--- src/rtl/reg_bank_pkg.sv ---
// Shared types and default sizes for the arbitrated register bank.
package reg_bank_pkg;

    localparam int unsigned DATA_W_DEF = 8;
    localparam int unsigned DEPTH_DEF  = 4;

    // Transaction FSM: sample/arbitrate, access the bank, report completion.
    typedef enum logic [1:0] {
        IDLE = 2'd0,
        BUSY = 2'd1,
        DONE = 2'd2
    } state_t;

endpackage

--- src/rtl/reg_bank_storage.sv ---
// DEPTH x DATA_W register file with synchronous clear, one write port and
// one combinational read port.
//   clk       : clock
//   i_clr     : synchronous active-high clear of every word
//   i_we      : write enable
//   i_waddr   : write address
//   i_wdata   : write data
//   i_raddr   : read address
//   o_rdata_c : combinational read data
module reg_bank_storage #(
    parameter int unsigned DATA_W = 8,
    parameter int unsigned DEPTH  = 4,
    parameter int unsigned ADDR_W = $clog2(DEPTH)
) (
    input  logic              clk,
    input  logic              i_clr,
    input  logic              i_we,
    input  logic [ADDR_W-1:0] i_waddr,
    input  logic [DATA_W-1:0] i_wdata,
    input  logic [ADDR_W-1:0] i_raddr,
    output logic [DATA_W-1:0] o_rdata_c
);

    logic [DATA_W-1:0] r_mem [DEPTH];

    // Clear has priority over a write landing on the same edge.
    always_ff @(posedge clk) begin
        if (i_clr) begin
            for (int unsigned i = 0; i < DEPTH; i++) begin
                r_mem[i] <= '0;
            end
        end else if (i_we) begin
            r_mem[i_waddr] <= i_wdata;
        end
    end

    assign o_rdata_c = r_mem[i_raddr];

endmodule

--- src/rtl/reg_bank_arbiter.sv ---
// Two-requester round-robin arbiter in front of a small register bank.
// Each granted request performs one read or write and ends with a one-cycle
// done pulse; a new request can be issued every 3 cycles.
//   clk            : clock
//   R              : synchronous active-high reset
//   req[1:0]       : per-requester request
//   we0/we1        : 1 = write, 0 = read
//   addr0/addr1    : bank address
//   wdata0/wdata1  : write data
//   gnt[1:0]       : one-hot grant, held from BUSY through DONE
//   done[1:0]      : completion pulse for the granted requester
//   rdata          : last read result, valid while done is high
module reg_bank_arbiter
    import reg_bank_pkg::*;
#(
    parameter int unsigned DATA_W = DATA_W_DEF,
    parameter int unsigned DEPTH  = DEPTH_DEF
) (
    input  logic                      clk,
    input  logic                      R,
    input  logic [1:0]                req,
    input  logic                      we0,
    input  logic                      we1,
    input  logic [$clog2(DEPTH)-1:0]  addr0,
    input  logic [$clog2(DEPTH)-1:0]  addr1,
    input  logic [DATA_W-1:0]         wdata0,
    input  logic [DATA_W-1:0]         wdata1,
    output logic [1:0]                gnt,
    output logic [1:0]                done,
    output logic [DATA_W-1:0]         rdata
);

    localparam int unsigned ADDR_W = $clog2(DEPTH);

    state_t              r_state;
    state_t              w_next_state;
    logic                r_last_winner;
    logic                r_we;
    logic [ADDR_W-1:0]   r_addr;
    logic [DATA_W-1:0]   r_wdata;
    logic [DATA_W-1:0]   r_rdata;
    logic [1:0]          r_gnt;
    logic [1:0]          r_done;
    logic                w_winner;
    logic                w_bank_we;
    logic [DATA_W-1:0]   w_bank_rdata;

    // Winner select: single requester wins outright, contention alternates.
    always_comb begin
        w_winner = 1'b0;
        case (req)
            2'b01:   w_winner = 1'b0;
            2'b10:   w_winner = 1'b1;
            2'b11:   w_winner = ~r_last_winner;
            default: w_winner = 1'b0;
        endcase
    end

    // Next-state logic.
    always_comb begin
        w_next_state = r_state;
        case (r_state)
            IDLE:    if (req != 2'b00) w_next_state = BUSY;
            BUSY:    w_next_state = DONE;
            DONE:    w_next_state = IDLE;
            default: w_next_state = IDLE;
        endcase
    end

    // State register.
    always_ff @(posedge clk) begin
        if (R) begin
            r_state <= IDLE;
        end else begin
            r_state <= w_next_state;
        end
    end

    // Request latch, grant/done outputs and read-data register.
    always_ff @(posedge clk) begin
        if (R) begin
            r_last_winner <= 1'b1;
            r_we          <= 1'b0;
            r_addr        <= '0;
            r_wdata       <= '0;
            r_rdata       <= '0;
            r_gnt         <= 2'b00;
            r_done        <= 2'b00;
        end else begin
            case (r_state)
                IDLE: begin
                    r_done <= 2'b00;
                    if (req != 2'b00) begin
                        r_last_winner <= w_winner;
                        r_we          <= w_winner ? we1    : we0;
                        r_addr        <= w_winner ? addr1  : addr0;
                        r_wdata       <= w_winner ? wdata1 : wdata0;
                        r_gnt         <= w_winner ? 2'b10  : 2'b01;
                    end else begin
                        r_gnt <= 2'b00;
                    end
                end
                BUSY: begin
                    if (!r_we) begin
                        r_rdata <= w_bank_rdata;
                    end
                    r_done <= r_gnt;
                end
                DONE: begin
                    r_gnt  <= 2'b00;
                    r_done <= 2'b00;
                end
                default: begin
                    r_gnt  <= 2'b00;
                    r_done <= 2'b00;
                end
            endcase
        end
    end

    assign w_bank_we = (r_state == BUSY) && r_we;

    reg_bank_storage #(
        .DATA_W (DATA_W),
        .DEPTH  (DEPTH),
        .ADDR_W (ADDR_W)
    ) u_storage (
        .clk       (clk),
        .i_clr     (R),
        .i_we      (w_bank_we),
        .i_waddr   (r_addr),
        .i_wdata   (r_wdata),
        .i_raddr   (r_addr),
        .o_rdata_c (w_bank_rdata)
    );

    assign gnt   = r_gnt;
    assign done  = r_done;
    assign rdata = r_rdata;

endmodule
--- config.mk ---
export PLATFORM = sky130hd
export DESIGN_NAME = reg_bank_arbiter
export DESIGN_NICKNAME = d
export VERILOG_FILES = /design/src/rtl/reg_bank_pkg.sv /design/src/rtl/reg_bank_storage.sv /design/src/rtl/reg_bank_arbiter.sv
export SDC_FILE = /design/constraint.sdc
export NUM_CORES = 1
export LEC_CHECK = 0
export CAP_MARGIN = 20
export CORE_MARGIN = 2
export CORE_UTILIZATION = 55
export DETAILED_ROUTE_END_ITERATION = 12
export GPL_ROUTABILITY_DRIVEN = 0
export PLACE_DENSITY = 0.82
export SETUP_SLACK_MARGIN = 0.3
export SLEW_MARGIN = 20
export SYNTH_ARGS = -nofsm -noshare
export SYNTH_HDL_FRONTEND = slang
export SYNTH_HIERARCHICAL = 1
export SYNTH_SLANG_ARGS = --single-unit
--- constraint.sdc ---
create_clock -name clk -period 4.35 [get_ports clk]
set_clock_uncertainty 0.15 [all_clocks]
set_input_delay 0.87 -clock clk [delete_from_list [all_inputs] [get_ports clk]]
set_output_delay 0.87 -clock clk [all_outputs]
set_load 0.01 [all_outputs]
==> metrics, run 1 <==
gr usage total roughly 21%; H-tree lvl count 3; RR Startpoint r_addr[0]$_SDFFE_PP0P_; HP Class reg -> reg; Final setup viols 0; CTS tree built; post-route setup TNS 0 ns; number of fill cells ~350; Seq. cell area between 1000 and 1500 um^2; Worst Path Max Fanout 21; status finished, final reports clean; # hold bufs at CTS 0; CP max-delay cell clkdlybuf4s50_1; Max-Cap Viols 0; area of the multi-input gates around 1000 um^2; initial antenna violation count 0; GRT overflow 0; yosys warns 6; Syn Nets about 220; clk buf depth 2; CTS buffer count 9; TritonRoute pass-1 iters 4; area delta synth->final 20.2%; Hold Path Sink done[0]$_SDFF_PP0_; # DRC 0; Seq/Total Area, Yosys a little under three fifths; Die H about 73 um; Die X slightly above 70 um; leak pwr ~0.0011 uW; Die ar. roughly 5300 um^2; CP top delay family buffers and inverters; drt first-iter violations slightly below 70; WHS Path Cells 2; unrepaired setup endpoints after global routing false; mapped cell area around 2600 um^2; IR drop worst, VDD roughly 0.23 mV; Final Hold Vio Count 0; Slew headroom about 46%; clk slew on worst S/H paths 0.06 ns; CTS Root Cell clkbuf_8; Post-synth EDFFs 32; WL final ~4.7 mm; largest net degree at the start of global routing 22; ys async rst share 0%; post-synthesis instance total between 150 and 200; Clock Latency Late Sink roughly 0.32 ns; Worst R2R Setup Slack ~2.2 ns; worst slew pin tran 0.802 ns; Min Clock Period, post-route roughly 2.5 ns; vias in the first global route 1,623; first-pass GRT wire length 7.89 mm; share of cells above drive strength 1 approximately a fifth; worst hold path startpoint gnt[0]$_SDFFE_PP0P_; power per cell area approximately 380 nW/um^2; WS Path Type in -> reg; Initial Utilization between 50% and 60%; Post-Place Cells 278; Distinct cells, synth 33; Non-Filler Instances ~300; worst reg2reg path depth 2; post-synthesis register bit count 58; critical path arrival between 2 and 2.5 ns; via count 1,616; Vias/cell between 5 and 6; DR WL/cell roughly 16 um; std cell rows 24; # clock sinks between 50 and 60; CP Launch Type input port; Most used DFF post-synth edfxtp_1; Slew Limit Fails 0; Ports 38; Ant. Diodes 0; Crit path required time between 4 and 5 ns; fmax 398 MHz; Tcrit/Tclk final 57.7%; Final nets 263; RR Endpoint u_storage/r_mem[1][3]$_SDFFCE_PN0P_; post-route ant nets 0; Core Region 4440 um^2; post-CTS repair timing setup buffer count 0; CTS resizes 0; Avg Cell Area, Syn between 10 and 15 um^2; PortBufs 37; Largest stage delay, worst path ~0.97 ns; critical path capture point type flop; CP Cell Sequence clkdlybuf4s50_1, o21bai_1; Post-DP HPWL 3.48 mm; WP buf/inv 1
## cell usage in the layout (no fill, tap or decap)
cell             netlist  routed
a21bo_2                1       1
a21boi_2               1       1
a21oi_1               12      12
a311oi_1               1       1
a311oi_2              10      10
a31o_2                 2       2
and2_1                25      25
and2_2                 8       8
and2_4                 1       1
and2b_2                1       1
and3_1                 1       1
and3b_1                1       1
and4bb_4               2       2
buf_4                  2       2
clkbuf_1               1       5
clkbuf_8               0       9
clkdlybuf4s50_1        0      37
clkinv_1               0       1
dfxtp_1               26      26
edfxtp_1              32      32
inv_1                  2       2
mux2i_1                9       9
mux4_2                 8       8
nand2_1               24      24
nand2b_1               1       1
nor2_1                 9       9
nor2_2                 1       1
nor3_1                 1       1
nor3b_1                2       2
nor4b_4                1       1
o21bai_1               3       3
o31ai_1                1       1
or2_4                  1       1
## registers in the layout (all words and copies together) (netlist names)
name and cells:
r_we 1, r_wdata 8, done 2, u_storage/r_mem 32
gnt 2, r_last_winner 1, r_state 2, r_addr 2
rdata 8
## power breakdown
group,switching [uW],internal (uW)
logic,65.2,85.1
registers,35.2,611
clock network,185,203
total,285,899
## layout make-up
cell class / count / share of cell area (%)
repair buffers: 39 / 12.4
flip-flops and latches: 58 / 47.6
well taps: 52 / 2.09
clock inverters: 1 / 0.121
multi-input cells: 127 / 33.0
inverters: 2 / 0.241
clock buffers: 14 / 4.58
## worst max path at each step
stage | start | to | slack, ns | depth (start not counted)
6_report | R | u_storage/r_mem[1][3]$_SDFFCE_PN0P_ | 1.84 | 2
5_1_grt | R | u_storage/r_mem[0][7]$_SDFFCE_PN0P_ | 1.74 | 3
4_1_cts | R | u_storage/r_mem[1][3]$_SDFFCE_PN0P_ | 1.84 | 2
3_5_place_dp | R | u_storage/r_mem[1][3]$_SDFFCE_PN0P_ | 1.48 | 2
3_3_place_gp | R | u_storage/r_mem[1][3]$_SDFFCE_PN0P_ | 1.54 | 2
2_1_floorplan | req[1] | r_wdata[1]$_SDFFE_PP0P_ | 2.54 | 4
## stage by stage
| step | power [uW] | cell area, um^2 | hold WS [ns] | util [%] | setup WS [ns] |
|---|---|---|---|---|---|
| after CTS | 1200 | 3110 | 0.326 | 70.1 | 1.84 |
| after detailed placement | 811 | 2970 | 0.317 | 66.8 | 1.48 |
| after global routing | 1240 | 3110 | 0.365 | 70.1 | 1.74 |
| after global placement | 804 | 2970 | 0.303 | 66.8 | 1.54 |
| after floorplan | 754 | 2590 | 0.324 | - | 2.54 |
| final | 1180 | 3110 | 0.333 | 70.1 | 1.84 |
## cell usage after synthesis, types with 3 or more instances
cell type | count | area share (%)
buf_6 | 3 | 1.3
buf_2 | 3 | 0.58
mux2i_1 | 9 | 3.5
nand2_1 | 24 | 3.5
nor2_1 | 9 | 1.3
and2_2 | 8 | 2.3
o21bai_1 | 3 | 0.87
dfxtp_1 | 26 | 20
a311oi_2 | 10 | 5.8
edfxtp_1 | 32 | 37
a21oi_1 | 12 | 2.3
and2_1 | 25 | 6.0
mux4_2 | 8 | 7.0
## layer usage
layer	GRT usage (%)	routed length, um	share of wire [%]	vias to the layer above
li1	-	-	-	799
met1	25.2	2030	43	758
met2	33.9	2380	51	51
met3	5.11	174	3.7	8
met4	9.88	81	1.7	0
met5	0	0	0	-
## cells by family (layout without fill, tap and decap cells)
family | after synthesis | count (layout) | synth area share (%)
AOI/OAI and AO/OA | 31 | 31 | 11.1
buffers and inverters | 12 | 56 | 3.09
DFF | 58 | 58 | 57.2
muxes | 17 | 17 | 10.4
and+or+nand+nor | 79 | 79 | 18.2
(Power assumes the default switching activity.)
==> inputs of run 2 (changes only) <==
--- a/config.mk
+++ b/config.mk
@@ -7,10 +7,10 @@
 export LEC_CHECK = 0
 export CAP_MARGIN = 20
 export CORE_MARGIN = 2
-export CORE_UTILIZATION = 55
+export CORE_UTILIZATION = 53
 export DETAILED_ROUTE_END_ITERATION = 12
 export GPL_ROUTABILITY_DRIVEN = 0
-export PLACE_DENSITY = 0.82
+export PLACE_DENSITY = 0.79
 export SETUP_SLACK_MARGIN = 0.3
 export SLEW_MARGIN = 20
 export SYNTH_ARGS = -nofsm -noshare
==> constraint.sdc (replaced) <==
create_clock -name clk -period 2.6 [get_ports clk]
set_clock_uncertainty 0.15 [all_clocks]
set_input_delay 0.52 -clock clk [delete_from_list [all_inputs] [get_ports clk]]
set_output_delay 0.52 -clock clk [all_outputs]
set_load 0.01 [all_outputs]
==> metrics, run 2 (same netlist as run 1, synthesis figures left out) <==
status finished, final reports clean; Core Region 4720 um^2 (+6.3%); global routing met1 resource utilization 25.3% (+0.11 points); post-route setup TNS 0 ns (unchanged); Ant. Diodes 0 (unchanged); PortBufs 37 (unchanged); CTS buffer count 9 (unchanged); WS Path Type reg -> reg; fmax 508 MHz; initial antenna violation count 0 (unchanged); IR drop worst, VDD 0.477 mV (+100%); most crowded layer after global routing met2; CTS Root Cell clkbuf_8; Clock Latency Late Sink 0.32 ns (about the same); Initial Utilization 54.8% (-3.4 points); Vias/cell 5.17 (-6.3%); CP startpoint r_state[0]$_SDFFE_PP0P_; global routing met2 resource utilization 29.5% (-4.5 points); worst slew pin tran 0.776 ns (-0.0260 ns); first-pass GRT wire length 7.62 mm (-3.4%); # DRC 0 (unchanged); CP Launch Type flop; std cell rows 25 (+4.2%); Crit path required time 2.40 ns (-1.75 ns); most common cell after layout, fill and taps aside clkdlybuf4s50_1; Slew Limit Fails 0 (unchanged); WL final 4.37 mm (-6.1%); critical path arrival 1.77 ns (-0.55 ns); Post-DP HPWL 3.17 mm (-8.9%); power per cell area 689 nW/um^2 (+81%); largest net degree at the start of global routing 17 (-23%); DR WL/cell 14.1 um (-12%); Max-Cap Viols 0 (unchanged); clk buf depth 2 (unchanged); leak pwr 0.00118 uW (+4.2%); Min Clock Period, post-route between 1.5 and 2 ns; share of cells above drive strength 1 22.1% (+2.2 points); post-CTS repair timing setup buffer count 0 (unchanged); # hold bufs at CTS 0 (unchanged); Die X 73.9 um (+1.8%); TritonRoute pass-1 iters 4 (unchanged); grt met3 use 4.94% (-0.17 points); Ports 38 (unchanged); Fin Hold WS 0.321 ns (-0.0121 ns); clk slew on worst S/H paths 0.06 ns (about the same); area delta synth->final 24.3%; Final Hold Vio Count 0 (unchanged); HP Class reg -> reg; H-tree lvl count 3 (unchanged); Tcrit/Tclk final 75.7%; Biggest register u_storage/r_mem; GRT overflow 0 (unchanged); Die ar. 5460 um^2 (+3.6%); drt first-iter violations 47 (-32%); critical path capture point type flop; Die H 73.9 um (+1.8%); unrepaired setup endpoints after global routing false; Worst Path Max Fanout 8 (-62%); CTS tree built; worst hold path startpoint gnt[0]$_SDFFE_PP0P_; gr usage total 19.2% (-1.3 points); most frequent cells in the layout clkdlybuf4s50_1, edfxtp_1, dfxtp_1; Final nets 266 (+1.1%); max FFs per register 32 (unchanged); # clock sinks 58 (unchanged); RR Startpoint r_state[0]$_SDFFE_PP0P_; vias in the first global route 1,583 (-2.5%); via count 1,608 (-0.50%); post-route ant nets 0 (unchanged); Final setup viols 0 (unchanged); CTS resizes 0 (unchanged); Slew headroom 48.1% (+1.7 points)
==> run 2: per-layer routing <==
layer,routed length [um],up-vias
li1,-,809
met1,2010,749
met2,2110,43
met3,176,7
met4,76,0
met5,0,-
==> run 2: path summary, 6_finish.rpt <==
kind	to	slack [ns]	cells after the start
setup / recovery	u_storage/r_mem[0][5]$_SDFFCE_PN0P_	0.63	3
hold / removal	done[0]$_SDFF_PP0_	0.32	2
setup reg to reg	u_storage/r_mem[0][5]$_SDFFCE_PN0P_	0.63	3
hold reg to reg	done[0]$_SDFF_PP0_	0.32	2
==> run 2: critical path, stage by stage, from the launching register on <==
cell and delay, ns:
dfxtp_1 0.40, and3b_1 0.31, nand2b_1 0.11, o21bai_1 0.63
==> run 2: cell type report <==
| class | instances | area [um^2] |
|---|---|---|
| timing repair buffer | 42 | 408 |
| multi-input combinational | 127 | 1030 |
| clock buffer | 12 | 145 |
| tap | 67 | 83.8 |
| clock inverter | 3 | 63.8 |
| sequential | 58 | 1480 |
| inverter | 2 | 7.51 |
| fill | 352 | 1510 |
==> run 2: power by group <==
group / internal [uW] / switching [uW]
clock: 558 / 322
sequential: 1020 / 41.1
combinational: 148 / 126
total: 1730 / 489
==> run 2: metrics by stage <==
step	setup slack, ns	area (um^2)	power [uW]	utilization, %	cells
after floorplan	0.909	2590	1260	-	197
after global placement	0.420	3010	1350	63.7	296
after detailed placement	0.390	3010	1360	63.7	296
after CTS	0.618	3220	2230	68.1	311
after global routing	0.500	3220	2310	68.1	311
final	0.633	3220	2220	68.1	311
==> inputs of run 3 (changes only) <==
==> constraint.sdc (replaced) <==
create_clock -name clk -period 1.82 [get_ports clk]
set_clock_uncertainty 0.15 [all_clocks]
set_input_delay 0.364 -clock clk [delete_from_list [all_inputs] [get_ports clk]]
set_output_delay 0.364 -clock clk [all_outputs]
set_load 0.01 [all_outputs]
==> metrics, run 3 (same netlist as run 1, synthesis figures left out) <==
clk slew on worst S/H paths 0.06 ns (about the same); number of fill cells 321 (-8.8%); critical path capture point type flop; worst reg2reg path depth 4 (+1); CP max-delay cell dfxtp_4; # DRC 0 (unchanged); Die ar. 5460 um^2 (unchanged); CTS buffer count 9 (unchanged); Biggest register u_storage/r_mem; vias in the first global route 1,702 (+7.5%); WL final 5.00 mm (+14%); Hold Path Sink r_last_winner$_SDFFE_PP1P_; Tcrit/Tclk final 86.3% (+11 points); WHS Path Cells 3 (+1); CTS tree built; Worst R2R Setup Slack 0.25 ns (-0.38 ns); # clock sinks 58 (unchanged); Worst Path Max Fanout 8 (unchanged); WP buf/inv 1 (+1); share of cells above drive strength 1 36.4% (+14 points); worst hold path startpoint req[1]; Initial Utilization 54.8% (unchanged); Die H 73.9 um (unchanged); TritonRoute pass-1 iters 4 (unchanged); Largest stage delay, worst path 0.36 ns (-0.27 ns); Post-DP HPWL 3.40 mm (+7.2%); via count 1,701 (+5.8%); PortBufs 37 (unchanged); Finished Cell Area 3460 um^2 (+7.6%); Ant. Diodes 0 (unchanged); std cell rows 25 (unchanged); Ports 38 (unchanged); initial antenna violation count 0 (unchanged); post-layout worst setup margin 0.250 ns (-0.383 ns); gr usage total 20.6% (+1.4 points); Final Total Pwr 3080 uW (+39%); worst slew pin tran 0.391 ns (-0.385 ns); cell area after placement 3110 um^2 (+3.5%); leak pwr 0.00137 uW (+16%); CP Launch Type flop; Crit path required time 1.76 ns (-0.64 ns); Final setup viols 0 (unchanged); GRT overflow 0 (unchanged); max FFs per register 32 (unchanged); CP top delay family simple AND/OR/NAND/NOR gates; RR Endpoint u_storage/r_mem[1][1]$_SDFFCE_PN0P_; Min Clock Period, post-route 1.57 ns (-0.397 ns); Die X 73.9 um (unchanged); Max-Cap Viols 0 (unchanged); power per cell area 889 nW/um^2 (+29%); pre-CTS setup slack -0.114 ns (-0.505 ns); RR Startpoint r_state[1]$_SDFFE_PP0P_; unrepaired setup endpoints after global routing true; drt first-iter violations 63 (+34%); IR drop worst, VDD 0.489 mV (+2.6%); Clock Latency Late Sink 0.33 ns (about the same); area delta synth->final 33.7%; fmax 637 MHz (+25%); most common cell after layout, fill and taps aside edfxtp_1; critical path arrival 1.51 ns (-0.26 ns); DR WL/cell 15.3 um (+8.5%); WS Path Type reg -> reg; Vias/cell 5.19 (+0.30%); largest net degree at the start of global routing 17 (unchanged); post-route ant nets 0 (unchanged); HP Class in -> reg; Core Region 4720 um^2 (unchanged); CP Cell Sequence and3b_2, buf_4, and4bb_4, and2_1; most frequent cells in the layout edfxtp_1, nand2_1, clkdlybuf4s50_1; Final nets 282 (+6.0%); status finished, final reports clean; clk buf depth 2 (unchanged); first-pass GRT wire length 8.13 mm (+6.7%); Final Hold Vio Count 0 (unchanged); Slew headroom 73.9% (+26 points); CTS Root Cell clkbuf_8; Slew Limit Fails 0 (unchanged); H-tree lvl count 3 (unchanged); post-route setup TNS 0 ns (unchanged)
-- run 3: cell types whose count changed in the layout (fill, tap and decap cells not counted), moves of 4 or more --
| cell | previous run | this run |
|---|---|---|
| buf_4 | 5 | 15 |
| and2_4 | 1 | 21 |
| and2_2 | 8 | 0 |
| and2_1 | 25 | 13 |
| dlygate4sd2_1 | 0 | 11 |
| dfxtp_1 | 26 | 22 |
| clkdlybuf4s50_1 | 37 | 23 |
-- run 3: how the worst max path moves through the flow --
| stage | cells past startpoint | start | to |
|---|---|---|---|
| floorplan | 3 | r_state[0]$_SDFFE_PP0P_ | u_storage/r_mem[1][0]$_SDFFCE_PN0P_ |
| global placement | 4 | req[0] | r_wdata[5]$_SDFFE_PP0P_ |
| detailed placement | 6 | R | gnt[0]$_SDFFE_PP0P_ |
| CTS | 4 | r_state[1]$_SDFFE_PP0P_ | u_storage/r_mem[1][5]$_SDFFCE_PN0P_ |
| global route | 4 | r_state[1]$_SDFFE_PP0P_ | u_storage/r_mem[0][6]$_SDFFCE_PN0P_ |
| finish | 4 | r_state[1]$_SDFFE_PP0P_ | u_storage/r_mem[1][1]$_SDFFCE_PN0P_ |
-- run 3: area by class of cell --
cell class / instances / area, um^2 / share of cell area (%)
Multi-Input combinational cell: 127 / 1120 / 32.3
Sequential cell: 58 / 1490 / 43.1
Timing Repair Buffer: 58 / 582 / 16.8
Inverter: 2 / 7.51 / 0.217
Clock inverter: 4 / 42.5 / 1.23
Tap cell: 67 / 83.8 / 2.42
Clock buffer: 12 / 135 / 3.90
-- run 3: stage by stage --
step	std cells	hold slack [ns]	utilization, %
after floorplan	197	0.282	-
after global placement	305	0.310	65.9
after detailed placement	305	0.306	65.9
after CTS	325	0.322	70.6
after global routing	328	0.292	73.3
final	328	0.271	73.3
-- run 3: metal layers --
metal  routed length (um)  GRT usage [%]  vias up
met5                    0              0        -
met2                 2530           34.5       49
met1                 2150           25.5      804
met4                  105           8.48        0
li1                     -              -      836
met3                  217           5.35       12
-- run 3: repair_timing --
item | in CTS | in global routing
gates cloned | 0 | 1
setup buffers | 4 | 2
endpoints found under the setup margin | 82 | 62
pin swaps | 2 | 13
endpoints found under the hold margin | 0 | 0
gates resized for setup | 22 | 32
hold buffers | 0 | 0
-- run 3: power by group --
| group | switching [uW] | leakage [uW] | internal, uW |
|---|---|---|---|
| registers | 71.3 | 0.000547 | 1460 |
| logic | 202 | 0.000734 | 263 |
| clock network | 459 | 0.0000894 | 622 |
-- run 3: tightest hold or removal path, delay by kind of cell --
family                 cells  cell delay, ns
buffers and inverters      1            0.15
AO/OA/AOI/OAI              2            0.20
